`src/rtl/noc_pkg.sv`:
```
// Shared types and constants for the NoC network-interface transmitter.
// NOC_PARITY_EN advertises the parity capability through STATUS bit1.
package noc_pkg;

  typedef enum logic [1:0] {
    FLIT_NONE = 2'b00,
    FLIT_HEAD = 2'b01,
    FLIT_BODY = 2'b10,
    FLIT_TAIL = 2'b11
  } flit_type_e;

  typedef enum logic [1:0] {
    ST_IDLE = 2'd0,
    ST_HEAD = 2'd1,
    ST_BODY = 2'd2
  } tx_state_e;

  // Byte offsets relative to the MMR window that starts at MMR_BASE.
  localparam int unsigned MMR_BASE   = 4000;
  localparam logic [4:0]  CTRL_OFF   = 5'h00;
  localparam logic [4:0]  DATA_OFF   = 5'h08;
  localparam logic [4:0]  STATUS_OFF = 5'h10;

`ifdef NOC_PARITY_EN
  localparam logic STATUS_PARITY_CAP = 1'b1;
`else
  localparam logic STATUS_PARITY_CAP = 1'b0;
`endif

  function automatic logic even_parity(input logic [9:0] v);
    return ^v;
  endfunction

endpackage

```
`src/rtl/noc_ni_regs.sv`:
```
// MMR decode, CTRL/DATA registers and combinational read mux for the NoC TX.
// STATUS bit1 reflects NOC_PARITY_EN through the package capability flag.
module noc_ni_regs
  import noc_pkg::*;
(
  input  logic        clk,
  input  logic        reset,
  input  logic        mmr_we,
  input  logic [4:0]  mmr_addr,
  input  logic [31:0] mmr_wdata,
  input  logic        busy,
  output logic [31:0] mmr_rdata,
  output logic [3:0]  dest,
  output logic [31:0] data,
  output logic        start
);

  logic [3:0]  ctrl_q, ctrl_d;
  logic [31:0] data_q, data_d;

  always_comb begin
    ctrl_d = ctrl_q;
    data_d = data_q;
    if (mmr_we) begin
      case (mmr_addr)
        CTRL_OFF: ctrl_d = mmr_wdata[3:0];
        DATA_OFF: data_d = mmr_wdata;
        default:  ;
      endcase
    end
  end

  always_ff @(posedge clk or negedge reset) begin
    if (!reset) begin
      ctrl_q <= 4'd0;
      data_q <= 32'd0;
    end else begin
      ctrl_q <= ctrl_d;
      data_q <= data_d;
    end
  end

  // A START arriving while a packet is in flight is dropped, not queued.
  assign start = mmr_we && (mmr_addr == STATUS_OFF) && mmr_wdata[0] && !busy;

  always_comb begin
    mmr_rdata = 32'd0;
    case (mmr_addr)
      CTRL_OFF:   mmr_rdata = {28'd0, ctrl_q};
      DATA_OFF:   mmr_rdata = data_q;
      STATUS_OFF: mmr_rdata = {30'd0, STATUS_PARITY_CAP, busy};
      default:    mmr_rdata = 32'd0;
    endcase
  end

  assign dest = ctrl_q;
  assign data = data_q;

endmodule

```
`src/rtl/noc_ni_tx.sv`:
```
// NoC NI transmitter: snapshots dest/data on START and sends HEAD + 4 payload flits.
// Defining NOC_PARITY_EN adds the flit_parity output (even parity over type and data).
module noc_ni_tx
  import noc_pkg::*;
#(
  parameter int         FLIT_W = 8,
  parameter logic [3:0] SRC_ID = 4'd0
) (
  input  logic              clk,
  input  logic              reset,
  input  logic              mmr_we,
  input  logic [4:0]        mmr_addr,
  input  logic [31:0]       mmr_wdata,
  output logic [31:0]       mmr_rdata,
  output logic              flit_valid,
  input  logic              flit_ready,
  output logic [FLIT_W-1:0] flit_data,
  output logic [1:0]        flit_type,
`ifdef NOC_PARITY_EN
  output logic              flit_parity,
`endif
  output logic              busy,
  output logic              irq_done
);

  logic [3:0]  reg_dest;
  logic [31:0] reg_data;
  logic        start;

  tx_state_e         state_q, state_d;
  logic [1:0]        cnt_q, cnt_d, cnt_nxt;
  logic [31:0]       shift_q, shift_d;
  logic [FLIT_W-1:0] flit_data_q, flit_data_d;
  flit_type_e        flit_type_q, flit_type_d;
  logic              flit_valid_q, flit_valid_d;
  logic              busy_q, busy_d;
  logic              irq_done_q, irq_done_d;
  logic              hs;

  noc_ni_regs u_regs (
    .clk       (clk),
    .reset     (reset),
    .mmr_we    (mmr_we),
    .mmr_addr  (mmr_addr),
    .mmr_wdata (mmr_wdata),
    .busy      (busy_q),
    .mmr_rdata (mmr_rdata),
    .dest      (reg_dest),
    .data      (reg_data),
    .start     (start)
  );

  assign hs      = flit_valid_q & flit_ready;
  assign cnt_nxt = cnt_q + 2'd1;

  always_comb begin
    state_d      = state_q;
    cnt_d        = cnt_q;
    shift_d      = shift_q;
    flit_data_d  = flit_data_q;
    flit_type_d  = flit_type_q;
    flit_valid_d = flit_valid_q;
    busy_d       = busy_q;
    irq_done_d   = 1'b0;
    unique case (state_q)
      ST_IDLE: begin
        if (start) begin
          state_d      = ST_HEAD;
          shift_d      = reg_data;
          flit_data_d  = {reg_dest, SRC_ID};
          flit_type_d  = FLIT_HEAD;
          flit_valid_d = 1'b1;
          busy_d       = 1'b1;
        end
      end
      ST_HEAD: begin
        if (hs) begin
          state_d     = ST_BODY;
          cnt_d       = 2'd0;
          flit_data_d = shift_q[7:0];
          flit_type_d = FLIT_BODY;
        end
      end
      ST_BODY: begin
        if (hs) begin
          if (cnt_q == 2'd3) begin
            state_d      = ST_IDLE;
            cnt_d        = 2'd0;
            flit_data_d  = '0;
            flit_type_d  = FLIT_NONE;
            flit_valid_d = 1'b0;
            busy_d       = 1'b0;
            irq_done_d   = 1'b1;
          end else begin
            // Payload goes out least-significant byte first; last byte is TAIL.
            cnt_d       = cnt_nxt;
            flit_data_d = shift_q[{cnt_nxt, 3'b000} +: 8];
            flit_type_d = (cnt_nxt == 2'd3) ? FLIT_TAIL : FLIT_BODY;
          end
        end
      end
      default: state_d = ST_IDLE;
    endcase
  end

  always_ff @(posedge clk or negedge reset) begin
    if (!reset) begin
      state_q      <= ST_IDLE;
      cnt_q        <= 2'd0;
      shift_q      <= 32'd0;
      flit_data_q  <= '0;
      flit_type_q  <= FLIT_NONE;
      flit_valid_q <= 1'b0;
      busy_q       <= 1'b0;
      irq_done_q   <= 1'b0;
    end else begin
      state_q      <= state_d;
      cnt_q        <= cnt_d;
      shift_q      <= shift_d;
      flit_data_q  <= flit_data_d;
      flit_type_q  <= flit_type_d;
      flit_valid_q <= flit_valid_d;
      busy_q       <= busy_d;
      irq_done_q   <= irq_done_d;
    end
  end

  assign flit_valid = flit_valid_q;
  assign flit_data  = flit_data_q;
  assign flit_type  = flit_type_q;
  assign busy       = busy_q;
  assign irq_done   = irq_done_q;

`ifdef NOC_PARITY_EN
  assign flit_parity = flit_valid_q & even_parity({flit_type_q, flit_data_q});
`endif

endmodule

```
`config.mk`:
```
export PLATFORM = sky130hd
export DESIGN_NAME = noc_ni_tx
export DESIGN_NICKNAME = d
export VERILOG_FILES = /design/src/rtl/noc_pkg.sv /design/src/rtl/noc_ni_regs.sv /design/src/rtl/noc_ni_tx.sv
export SDC_FILE = /design/constraint.sdc
export NUM_CORES = 1
export LEC_CHECK = 0
export BUFFER_PORTS_ARGS = -buffer_cell sky130_fd_sc_hd__buf_2
export CELL_PAD_IN_SITES_DETAIL_PLACEMENT = 0
export CELL_PAD_IN_SITES_GLOBAL_PLACEMENT = 1
export CORE_MARGIN = 2
export CORE_UTILIZATION = 40
export CTS_BUF_LIST = sky130_fd_sc_hd__clkbuf_16
export DETAILED_ROUTE_END_ITERATION = 16
export GPL_ROUTABILITY_DRIVEN = 0
export PLACE_DENSITY = 0.72
export SLEW_MARGIN = 20
export SYNTH_ARGS = -nofsm -noshare
export SYNTH_HDL_FRONTEND = slang
export SYNTH_HIERARCHICAL = 1
export SYNTH_SLANG_ARGS = --single-unit
```
`constraint.sdc`:
```
create_clock -name clk -period 2.4 [get_ports clk]
set_input_delay 0.48 -clock clk [delete_from_list [all_inputs] [get_ports clk]]
set_output_delay 0.48 -clock clk [all_outputs]
set_load 0.01 [all_outputs]
```
Word level (Yosys, flattened, before mapping)
Index checks and enable logic that the tools add are counted.
Operators by class
  mux-type cells: 26
  $add $sub $neg: 1
  bitwise gates (word level): 1
  eq/ne operators: 10
  reduce and logical (&&, ||, !) cells: 16
  shift operators: 1
Operator list (count)
  $pmux W32 S3: 1
  $mux W8: 4
  $shiftx A32 B6 Y8: 1
  $pmux W8 S3: 1
  $mux W2: 9
  $pmux W2 S3: 2
  $reduce_and A4 Y1: 3
  $ne A2 B2 Y1 const B: 4
  $mux W1: 7
  $eq A2 B2 Y1 const B: 3
  $reduce_and A2 Y1: 3
  $eq A5 B4 Y1 const B: 1
  $eq A5 B5 Y1 const B: 1
  $logic_not A5 Y1: 1
  $pmux W2 S2: 1
  $reduce_bool A2 Y1: 2
  $logic_and A1 B1 Y1: 3
  $reduce_and A3 Y1: 1
  $reduce_bool A3 Y1: 1
  $add A2 B1 Y2 const B: 1
  $eq A2 B1 Y1 const B: 1
  $logic_not A2 Y1: 1
  $pmux W1 S2: 1
  $and A1 B1 Y1: 1
  $logic_not A1 Y1: 1
Word-level totals
  bits in registers: 84
  output and inout bits: 45
  logic and storage cells: 64

Depth between registers and ports, before layout
  depth after elaboration: 6
  depth in mapped cells: 9
  depth with buffers taken out: 7

Cells and area by module
The synthesis kept the hierarchy.
Modules (own cells, without submodules)
  noc_ni_tx: times used 1, cells an instance 189, area each 2308.5 sq um
  noc_ni_regs: times used 1, cells an instance 128, area each 1810.5 sq um

Worst setup path after synthesis
No wires, ideal clock.
  path type: input -> register
  from: in mmr_addr[1]
  to: reg flit_data_q[5] (netlist: flit_data[5])
  setup time: 0.128 ns
  setup slack: 0.291 ns
  arrival: 1.981 ns
  stages on the path: 8
  path through: nor3_1 -> nand3b_1 -> nor3_1 -> and2b_1 -> a211o_1 -> buf_6 -> nor3_2 -> a211oi_2
On the way
  word-level cells in the longest chain between the ends: 6
RTL lines
  from (decl): line noc_ni_tx.sv:12  | input logic [4:0] mmr_addr,
  $eq A5 B5 Y1: line noc_ni_regs.sv:44  | assign start = mmr_we && (mmr_addr == STATUS_OFF) && mmr_wdata[0] && !busy;
  $logic_and A1 B1 Y1 (3 in a row): line noc_ni_regs.sv:44
  named net start: line noc_ni_tx.sv:28  | logic start;
  $ne A2 B2 Y1 (no source line)
  $reduce_and A4 Y1 (no source line)
  to (signal assigned): line noc_ni_tx.sv:120  | flit_data_q <= flit_data_d;
  to (decl): line noc_ni_tx.sv:33  | logic [FLIT_W-1:0] flit_data_q, flit_data_d;
The timed path passes the listed nets, and every way through them passes these cells.
A chain may end at the register's enable or synchronous reset.

Final worst setup path
  from: in mmr_addr[1]
  to: reg flit_type_q[1] (netlist: flit_type[1])
On the way
  word-level cells in the longest chain between the ends: 6
RTL lines
  $eq A5 B5 Y1: line noc_ni_regs.sv:44
  $logic_and A1 B1 Y1 (3 in a row): line noc_ni_regs.sv:44
  named net start: line noc_ni_tx.sv:28
  $ne A2 B2 Y1 (no source line)
  $reduce_and A4 Y1 (no source line)
  to (signal assigned): line noc_ni_tx.sv:121  | flit_type_q <= flit_type_d;
  to (decl): line noc_ni_tx.sv:34  | flit_type_e flit_type_q, flit_type_d;
The timed path passes the listed nets, and every way through them passes these cells.

==> metrics.md <==
| Metric | Value |
|---|---|
| Detailed-route wire length per cell | approximately 16 um |
| Worst-Skew Late Latency | between 0.3 and 0.4 ns |
| IO Port Bufs | 85 |
| Pwr per Cell Area | 811 nW/um^2 |
| Sw power | 1.07 mW |
| Die ar. | 11100 um^2 |
| Fill count | about 920 |
| NumNets Final | roughly 450 |
| Ratio of cells with drive above 1 in the final layout | a little under half |
| Critical path required time | around 2.6 ns |
| CTS root buffer | clkbuf_16 |
| Ranking of synthesized cells by area | dfrtp_1 51%, mux2_4 11%, mux2_2 10%, and3_1 4.4%, mux2i_1 2.9% |
| Status | complete, no violations |
| Period minus WS final | around 2.0 ns |
| Leak pwr | roughly 2.6 nW |
| Fin. max-slew vios | 0 |
| Initial core utilization | between 40% and 50% |
| Syn nets | roughly 370 |
| Max FO, Critical Path | 8 |
| Internal power | 3.01 mW |
| Core ar. | between 10000 and 15000 um^2 |
| DIE WIDTH | between 100 and 150 um |
| # diodes | 0 |
| Busiest layer in global routing | met2 |
| Clock sinks | between 80 and 90 |
| Endpoint class of the critical path | flip-flop |
| Total power | a little over 4 mW |
| Clock buffer depth | 2 |
| Hold Path Class | input port to async pin |
| Flop pwr share | between 40% and 50% |
| Syn avg cell area | ~13 um^2 |
| Die Height | 105 um |
| Endpoints failing hold | 0 |
| Max_slew headroom | around 64% |
| Layout area overhead | 22.0% |
| Post_cts resized | 0 |
| CTS clk-pin slew, worst paths | 0.06 ns |
| Max IR drop VDD | 0.363 mV |
| Cell Area, Synth | between 4000 and 5000 um^2 |
| Sequential area share after synthesis | between 50% and 60% |
| Layout Skew | 0.00853 ns |
| Initial antenna violation count | 0 |
| I/O pin cnt | 86 |
| Tot GR Track Use | roughly 17% |
| 1st-pass router iterations | 4 |
| Sw Share | about a quarter |
| Hold-fix buffers, CTS | 0 |
| Grt ovf | 0 |
| CTS tree | built |
| Crit start category | input port |
| Yosys top cell by area | dfrtp_1 |
| H-tree levels | 3 |
| Final setup fails | 0 |
| Kind of critical path | input port to flip-flop |
| Drt via density | roughly 5.1 |
| Routed Antenna Nets | 0 |
| Number of remaining DRC errors | 0 |
| Combinational Power Share | between 10% and 20% |
| DP Wirelength | between 6000 and 7000 um |
| Routing usage on met3 | around 3.2% |
| Critical path arrival | around 2.2 ns |
| Final cycle utilization of the critical path | a little over four fifths |
| Clk pwr share | 37.7% |
| Largest net degree at the start of global routing | 42 |
| Post-CTS setup buffer count | 0 |
| Drt total wl | 8890 um |
| Routing usage on met1 | a little under a quarter |
| Num CTS Buffers | 9 |
| Row count | 37 |
| Yosys warns | 6 |
| Share of the synthesized area in the top cell type | roughly half |
| Place WS | between 0.06 and 0.07 ns |
| Final core utilization | about half |
| Fmax | approximately 0.50 GHz |
| Fin worst setup slack | roughly 0.38 ns |
| Max_cap viols | 0 |
| Routed vias | roughly 2800 |
| Syn Inst Count | ~320 |
| Setup TNS | 0 ns |
| Tightest Pin Transition | 0.537 ns |
| RSZ-0062 raised after global routing | no |
| Yosys reg bits | 84 |
| DR iter-0 viols | 96 |
| Number of global-route vias before repair | 2815 |
| First-pass GRT wire length | 14800 um |
| Synth cell types | 37 |
| Met2 usage | between 20% and 30% |
cells in the final DEF (no fill, tap or decap), types with 3 or more instances in the layout:
cell       Yosys  routed
a22oi_1        9       9
nor3_1         4       4
bufinv_16      0       3
nand3b_1      10      10
ha_1           7       7
a21oi_1        4       4
dfrtp_1       84      84
o21ai_0       14      14
mux2_4        30      30
clkbuf_16      0       9
buf_4          2      13
a211oi_2       3       3
nand2_1       11      11
nor2_1         9       9
mux2_2        38      38
o21ai_1        6       6
mux2i_1       12      12
buf_2          6      84
inv_1          6       6
and3_1        29      28
power by group through the flow:
stage               registers, mW  clock network, mW  logic, mW
floorplan                    1.75                  0      0.531
global placement             1.77                  0      0.785
detailed placement           1.78                  0      0.800
CTS                          1.75               1.58      0.799
global route                 1.78               1.65      0.863
finish                       1.75               1.54      0.790
layout make-up:
type                       instances  area (um^2)  area share, %
multi-input combinational        206         1840           36.7
timing repair buffer              99          558           11.1
clock inverter                     6          104           2.07
sequential                        84         2100           41.8
tap                              136          170           3.39
inverter                           6         22.5          0.448
clock buffer                       9          225           4.48
Yosys cell counts:
master    instances
buf_12            3
a211oi_2          3
a22oi_1           9
and2b_1           2
ha_1              7
mux2i_1          12
nor3_1            4
clkbuf_2          2
and3_1           29
o21ai_1           6
clkbuf_1          6
nor2_1            9
nand2_1          11
nor4_2            1
nand3b_1         10
o21ai_0          14
mux2_1            1
mux2_2           38
buf_2             6
nand2b_1          1
a31o_2            2
and2_2            1
mux2_4           30
or2_4             1
nor2b_1           2
nand3_1           2
o22ai_1           1
dfrtp_1          84
a21oi_1           4
a211o_1           1
o31ai_1           1
a211oi_1          1
nor3_2            2
a211oi_4          1
buf_4             2
inv_1             6
buf_6             2
kinds of logic after synthesis:
kind of cell,synth area share [%]
simple gates,10.8
fa+ha+maj,2.13
mux,24.5
compound gates,7.11
flops,51.0
buf+inv,4.43
stage by stage:
step | area, um^2 | std cells | hold slack (ns)
finish | 5030 | 546 | 0.135
global route | 5030 | 546 | 0.168
CTS | 5030 | 546 | 0.141
detailed placement | 4700 | 531 | 0.492
global placement | 4700 | 531 | 0.489
floorplan | 4120 | 317 | 0.184
worst max-delay path: stages:
cell and delay (ns):
buf_2 0.12, nor3_1 0.25, nand3b_1 0.14, nor3_1 0.27
and2b_1 0.28, a211o_1 0.37, buf_4 0.19, nand2_1 0.06
o21ai_1 0.06
final timing paths:
check,start,endpoint,slack [ns],cells after the start
min in group clk,mmr_wdata[12],u_regs/data[12]$_DFFE_PN0P_,0.37,2
max reg2reg,state_q[0]$_DFFE_PN0P_,flit_type[1]$_DFFE_PN0P_,0.49,7
min,reset,shift_q[23]$_DFFE_PN0P_,0.13,1
max,mmr_addr[1],flit_type[1]$_DFFE_PN0P_,0.38,9
max in group asynchronous,reset,u_regs/data[16]$_DFFE_PN0P_,1.66,2
min reg2reg,shift_q[29]$_DFFE_PN0P_,shift_q[29]$_DFFE_PN0P_,0.50,1
routing by layer:
layer	vias up	wire length [um]
met5	-	0
met4	0	270
met3	18	320
met2	67	4180
met1	1358	4120
li1	1327	-
registers in the layout, indices dropped and copies added (netlist names):
name / count
shift_q: 32
u_regs/data: 32
flit_data: 8
u_regs/dest: 4
cnt_q: 2
flit_type: 2
state_q: 2
busy: 1
irq_done: 1
(Power assumes the default switching activity.)
